==> src/rtl/fetch_align.sv <==
// Halfword realignment queue between instruction memory and the decoder.
// Splits fetched words into 16/32-bit instructions, tracking their PCs.
//
// Ports:
//   clk, rst_n                      clock, async active-low reset
//   mem_rdata, mem_valid, mem_ready word fetch handshake
//   redirect, redirect_pc           flush and restart at a new PC
//   ins_out, ins_pc, ins_is_comp    instruction, its PC, 16-bit flag
//   ins_valid, ins_ready            instruction handshake
module fetch_align #(
    parameter logic [31:0] RESET_PC = 32'h0000_0000
) (
    input  logic        clk,
    input  logic        rst_n,
    input  logic [31:0] mem_rdata,
    input  logic        mem_valid,
    output logic        mem_ready,
    input  logic        redirect,
    input  logic [31:0] redirect_pc,
    output logic [31:0] ins_out,
    output logic [31:0] ins_pc,
    output logic        ins_valid,
    input  logic        ins_ready,
    output logic        ins_is_comp
);

    logic [15:0] hq [4];
    logic [15:0] hq_n [4];
    logic [2:0]  count;
    logic [2:0]  count_n;
    logic        drop_low;
    logic        drop_n;
    logic [31:0] pc;
    logic [31:0] pc_n;

    logic        head_comp;
    logic        word_xfer;
    logic        ins_xfer;
    logic [2:0]  pop;
    logic [2:0]  push;
    logic [2:0]  base;

    // Bit 0 of the redirect target is architecturally always zero.
    logic        unused_bit0;
    assign unused_bit0 = redirect_pc[0];

    assign head_comp = (hq[0][1:0] != 2'b11);
    assign mem_ready = (count <= 3'd2) && !redirect;
    assign word_xfer = mem_valid && mem_ready;
    assign ins_xfer  = ins_valid && ins_ready;
    assign ins_pc    = pc;

    always_comb begin
        ins_valid   = 1'b0;
        ins_out     = 32'h0000_0000;
        ins_is_comp = 1'b0;
        if (count >= 3'd1 && head_comp) begin
            ins_valid   = 1'b1;
            ins_out     = {16'h0000, hq[0]};
            ins_is_comp = 1'b1;
        end else if (count >= 3'd2 && !head_comp) begin
            ins_valid   = 1'b1;
            ins_out     = {hq[1], hq[0]};
        end
    end

    assign pop  = !ins_xfer ? 3'd0 : (ins_is_comp ? 3'd1 : 3'd2);
    assign push = !word_xfer ? 3'd0 : (drop_low ? 3'd1 : 3'd2);
    // Tail slot after the pop; push only happens when count <= 2,
    // so base + 1 never exceeds 3.
    assign base = count - pop;

    always_comb begin
        for (int i = 0; i < 4; i++) begin
            hq_n[i] = hq[i];
        end
        if (pop == 3'd1) begin
            hq_n[0] = hq[1];
            hq_n[1] = hq[2];
            hq_n[2] = hq[3];
        end else if (pop == 3'd2) begin
            hq_n[0] = hq[2];
            hq_n[1] = hq[3];
        end
        for (int i = 0; i < 4; i++) begin
            if (word_xfer && i == int'(base)) begin
                hq_n[i] = drop_low ? mem_rdata[31:16]
                                   : mem_rdata[15:0];
            end else if (word_xfer && !drop_low
                         && i == int'(base) + 1) begin
                hq_n[i] = mem_rdata[31:16];
            end
        end
        count_n = count - pop + push;
        pc_n    = pc + {28'd0, pop, 1'b0};
        drop_n  = word_xfer ? 1'b0 : drop_low;
    end

    always_ff @(posedge clk or negedge rst_n) begin
        if (!rst_n) begin
            for (int i = 0; i < 4; i++) begin
                hq[i] <= 16'h0000;
            end
            count    <= 3'd0;
            drop_low <= RESET_PC[1];
            pc       <= RESET_PC;
        end else if (redirect) begin
            count    <= 3'd0;
            drop_low <= redirect_pc[1];
            pc       <= {redirect_pc[31:1], 1'b0};
        end else begin
            for (int i = 0; i < 4; i++) begin
                hq[i] <= hq_n[i];
            end
            count    <= count_n;
            drop_low <= drop_n;
            pc       <= pc_n;
        end
    end

endmodule

==> config.mk <==
export PLATFORM = sky130hd
export DESIGN_NAME = fetch_align
export DESIGN_NICKNAME = d
export VERILOG_FILES = /design/src/rtl/fetch_align.sv
export SDC_FILE = /design/constraint.sdc
export NUM_CORES = 1
export LEC_CHECK = 0
export ABC_AREA = 1
export CAP_MARGIN = 20
export CELL_PAD_IN_SITES_DETAIL_PLACEMENT = 0
export CELL_PAD_IN_SITES_GLOBAL_PLACEMENT = 1
export CORE_UTILIZATION = 25
export DETAILED_ROUTE_END_ITERATION = 6
export PLACE_DENSITY_LB_ADDON = 0.1
export REMOVE_ABC_BUFFERS = 1
export SYNTH_ARGS = -nofsm -noshare
export SYNTH_HDL_FRONTEND = slang
export SYNTH_SLANG_ARGS = --single-unit
==> constraint.sdc <==
create_clock -name clk -period 4.2 [get_ports clk]
set_input_delay 0.63 -clock clk [delete_from_list [all_inputs] [get_ports clk]]
set_output_delay 0.63 -clock clk [all_outputs]
set_load 0.05 [all_outputs]
After elaboration in Yosys (flattened, before gate mapping)
Cells that the tools add are included.
Widths: inputs -> output; s select.

word-level totals
  register bits after elaboration = 100
  logic and storage cells = 77

operators by class
  add/subtract/negate cells = 4
  $lt $le $gt $ge = 3
  equal/unequal tests = 9
  muxes and demuxes = 25
  bitwise gates (word level) = 1
  reduce and logical (&&, ||, !) cells = 28

operators with widths
  kind                 number
  $mux 16              10
  $mux 32              5
  $add 32x3->32        1
  $eq 2x32->1 const A  1
  $eq 3x32->1 const A  1
  $logic_not 32->1     1
  $logic_and 1x1->1    14
  $mux 2               4
  $reduce_and 2->1     4
  $reduce_bool 4->1    2
  $eq 3x3->1 const A   2
  $mux 1               5
  $add 3x1->4 const B  1
  $eq 2x4->1 const A   1
  $reduce_bool 2->1    2
  $add 3x2->3          1
  $eq 2x3->1 const A   1
  $ge 3x1->1 const B   1
  $ge 3x2->1 const B   1
  $le 3x2->1 const B   1
  $logic_not 1->1      3
  $logic_not 3->1      1
  $mux 3               1
  $reduce_bool 3->1    1
  5 further kinds      5

Logic depth before layout (Yosys ltp)
  depth in word-level cells = 13
  mapped depth = 20
  gate-level depth less buffers = 19

Worst setup path after synthesis
No wires, ideal clock.

  kind = register to register
  from = reg hq[48] (netlist bit)
  to = reg hq[56] (netlist bit)
  library setup time = 0.071 ns
  data arrival time = 3.627 ns
  slack = 0.502 ns
  stages on the path, launching flop included = 19
  buffers on the path = 3
  path through = dfrtp_1 > nand2_2 > clkbuf_1 > nand2_1 > inv_1 > nor2_1 > fa_1 > inv_1 > nand2_1 > inv_1 > ha_1 > buf_2 > nand4_1 > nor2_4 > buf_4 > nor2_1 > nor2_1 > nor2_1 > nor2_1

RTL lines
  what                                                                  RTL line  RTL
  from (decl)                                                           27        logic [15:0] hq [4];
  from (signal, indexed assignment)                                     113       hq[i] <= hq_n[i];
  $ne 2x2->1 (*)                                                        47        assign head_comp = (hq[0][1:0] != 2'b11);
  $logic_and 1x1->1 (*)                                                 57        if (count >= 3'd1 && head_comp) begin
  $mux 1 (*)                                                            57
  via ins_is_comp                                                       24        output logic ins_is_comp
  $mux 2 (*) (2 in series)                                              67        assign pop = !ins_xfer ? 3'd0 : (ins_is_comp ? 3'd1 : 3'd2);
  $sub 3x2->3                                                           71        assign base = count - pop;
  $add 3x1->4                                                           90        && i == int'(base) + 1) begin
  $logic_not 32->1                                                      90
  $logic_and 1x1->1                                                     90
  $reduce_bool 4->1 (no source line) / $mux 16 (equally long branches)  n/a
  $reduce_and 2->1 (no source line) / $mux 16 (equally long branches)   n/a

Mark *: on every way through the listed nets, which the timed path passes. The rest lies on a longest branch.
A chain may end at the register's enable or synchronous reset.

Final worst setup path
  from = reg count[2]
  to = reg hq[4] (netlist bit)

on the way
  word-level cells in the longest chain between the ends = 12

RTL lines
  what                                RTL line  RTL
  from (decl)                         29        logic [2:0] count;
  from (signal assigned)              115       count <= count_n;
  $ge 3x2->1                          61        end else if (count >= 3'd2 && !head_comp) begin
  $logic_and 1x1->1                   61
  $mux 1                              61
  $mux 1                              57
  $logic_and 1x1->1                   50        assign ins_xfer = ins_valid && ins_ready;
  $mux 2                              67
  $sub 3x2->3                         71
  $add 3x1->4                         90
  $eq 2x4->1                          90
  $logic_and 1x1->1                   90
  $reduce_bool 2->1 (no source line)  n/a
  $reduce_and 2->1 (no source line)   n/a

Parallel ways exist; a longest one is shown, timed or not.

==> metrics.cfg <==
[status]
status=finished clean

[die]
dieArea_sq_um=30000
initial_utilization_pct=25.5
dieHeight_um=173
core_sq_um=28800
ios=136
die_x_um=173
rows=62

[drt]
vias=7591
route.detailed.drc=0
routed_wl_um=28000
viasPerCell=4.47
ant_nets=0
dr.pass1.iters=5
first_iter_violations=460
wire_per_inst_um=16.5

[finish]
syn_to_final_growth_pct=28.5
fin_nets=1386
final_area_sq_um=9420
n_antenna_cell=0
layout-drive-gt1-share_pct=7.46

[setup_path]
start_kind=flip-flop
crit_path_max_fanout=32
r2r_start=count[2]
cp.required_ps=4410
reg2reg_slack_ps=630
crit_top_cell=inv_1
cp.arrival_ps=3780
slowest_delay_ps=610
r2r_end=hq[4]
cp_slowest_cell=a31o_2
ff2ff_path_depth=13
critPathKind=flip-flop to flip-flop
cp_cell_sequence=nor2_1 -> nand2_2 -> nand3_2 -> inv_1 -> ha_1 -> fa_1 -> inv_1 -> nand2_1 -> inv_1 -> ha_1 -> buf_4 -> a31o_2 -> o21ai_0
cp-end-kind=flip-flop

[clock_tree]
cts_buffers=9
post_cts.repair.setup_buffers=0
tritoncts=done
cts_resized=0
ctsHoldBuffers=0
clock_sinks=99
cts-root-buf=clkbuf_16
clock_latency_ps=360
path_clk_slew_ps=70
htreeDepth=3
cts_buffer_depth=2

[sta]
rsz0062_at_grt=false
max_freq_mhz=280
worst_slack_ps=626
setup_viol=0
finalMaxSlewViolations=0
slew_headroom_pct=42.4
post-route-min-period_ps=3570
fin_crit_sh_pct=85.1
finClkSkew_ps=9.33
hold_slack_ps=380
hold_viol_final=0
tightest_slew_ps=865

[logic_synthesis]
synth_ff_type=dfrtp_1
synth_area_sq_um=7330
synth_seq_cells=99
synth.top_cell.area_share_pct=33.8
syn_area_per_cell_sq_um=6.18
synth_warnings=0
synthTopCellsByArea=dfrtp_1 34%, nand2_1 25%, nor2_1 8.2%, inv_1 5.7%, nand3_1 5.1%
synth_edf_count=0
seq_area_frac_synth_pct=33.8
synth_top_cell_by_area=dfrtp_1
synthDistinctLibCells=38
synth_cells=1187
async_flop_share_pct=100

[pwr]
powerDensity_nw_per_um2=674
p_clk_share_pct=14.5
combPwrFrac_pct=60.6
power.share.sequential_pct=24.9
p_switching_mw=3.25
p_leak_nw=4.65
power.internal_mw=3.10
ir_drop_v=0.000348
sw_frac_of_total_pct=51.2

[global_route]
grt_pass1_wl_um=43800
grt_pass1_vias=7438
grt_max_degree=58
antenna_found_initial=0
grt.total_usage_pct=19.0
gr-total-overflow=0

[placed_design]
port_buffers=133
dp_hpwl_um=19700
place_area_sq_um=9110
place_ws_ps=218
place_congestion=0.798

[flow_run]
max_cap_viol_count=0

[min_path]
hp-class=input port to async pin

## cell usage in the layout, fill, tap and decap left out, types with 2 or more instances in the layout
cell type	count
xor2_1	5
nand2_4	3
buf_4	30
nand4_1	25
nand3_2	5
dfrtp_1	99
clkdlybuf4s50_1	131
ha_1	5
o21ai_0	63
a21oi_1	18
nor2_1	160
nand2_1	480
o21ai_1	5
clkbuf_8	3
inv_1	112
inv_2	7
nor2_2	14
clkinv_2	2
xnor2_1	3
clkbuf_16	9
fa_1	3
nand2_2	8
or2_0	9
a31oi_1	3
nand3_1	75
nand3b_1	6
nor2_4	5
nand3_4	2
nor3_1	12
## area by class of cell
cell class | instances | area, sq um
Clock inverter | 4 | 47.5
Sequential cell | 99 | 2480
Tap cell | 384 | 480
Timing Repair Buffer | 163 | 1560
Multi-Input combinational cell | 916 | 4130
Fill cell | 3263 | 19400
Clock buffer | 12 | 267
Inverter | 120 | 453
## synthesized netlist by cell type, types with 12 or more instances
master / instances
nor2_2: 13
buf_2: 19
nand4_1: 25
nand3_1: 75
a21oi_1: 18
inv_1: 112
dfrtp_1: 99
nor3_1: 12
nor2_1: 161
o21ai_0: 63
clkbuf_1: 22
nand2_1: 480
## kinds of logic (layout without fill, tap and decap cells)
group | count (synthesis) | after routing | share of synthesized area, %
adders and majority gates | 8 | 8 | 1.67
and+or+nand+nor | 807 | 807 | 47.1
xor gates and xnor gates | 8 | 8 | 0.956
DFF | 99 | 99 | 33.8
other | 1 | 1 | 0.0511
AOI/OAI and AO/OA | 92 | 92 | 6.57
buffers and inverters | 172 | 299 | 9.88
## worst max path at each step
stage	slack [ps]	depth (start not counted)	start	endpoint
2_1_floorplan	-60	17	count[2]	hq[32]
3_3_place_gp	230	17	ins_ready	hq[51]
3_5_place_dp	220	13	ins_ready	hq[15]
4_1_cts	610	13	count[2]	hq[4]
5_1_grt	290	14	ins_ready	hq[4]
6_report	630	13	count[2]	hq[4]
## power by group through the flow
stage | clock network [mW] | logic (mW) | registers, mW
after floorplan | 0 | 2.47 | 1.64
after global placement | 0 | 3.87 | 1.60
after detailed placement | 0 | 3.88 | 1.60
after CTS | 0.954 | 3.90 | 1.58
after global routing | 0.987 | 4.28 | 1.63
final | 0.921 | 3.85 | 1.58
## state kept, by name (all words and copies together), names as in the netlist
signal    count
drop_low      1
count         3
hq           64
ins_pc       31
## through the flow
step           TNS, ps  util [%]  power (mW)  instances
3_5_place_dp         0      31.6        5.48       1682
3_3_place_gp         0      31.6        5.48       1682
5_1_grt              0      32.7        6.89       1698
4_1_cts              0      32.7        6.43       1698
2_1_floorplan     -695         -        4.11       1135
6_report             0      32.7        6.35       1698
## worst max-delay path: cells and delay by family, from the launching register on
family	cells	cell delay [ps]
compound gates	2	780
fa+ha+maj	3	1080
simple gates	4	710
buf+inv	4	400
flops	1	460
## routing by layer
metal | part of all wire, % | track usage [%] | vias to the layer above
li1 | - | - | 3908
met1 | 49 | 25.5 | 3500
met2 | 46 | 31.8 | 155
met3 | 2.9 | 1.95 | 28
met4 | 2.2 | 6.12 | 0
met5 | 0 | 0 | -
Note: power is estimated with default switching activity, not from simulation.
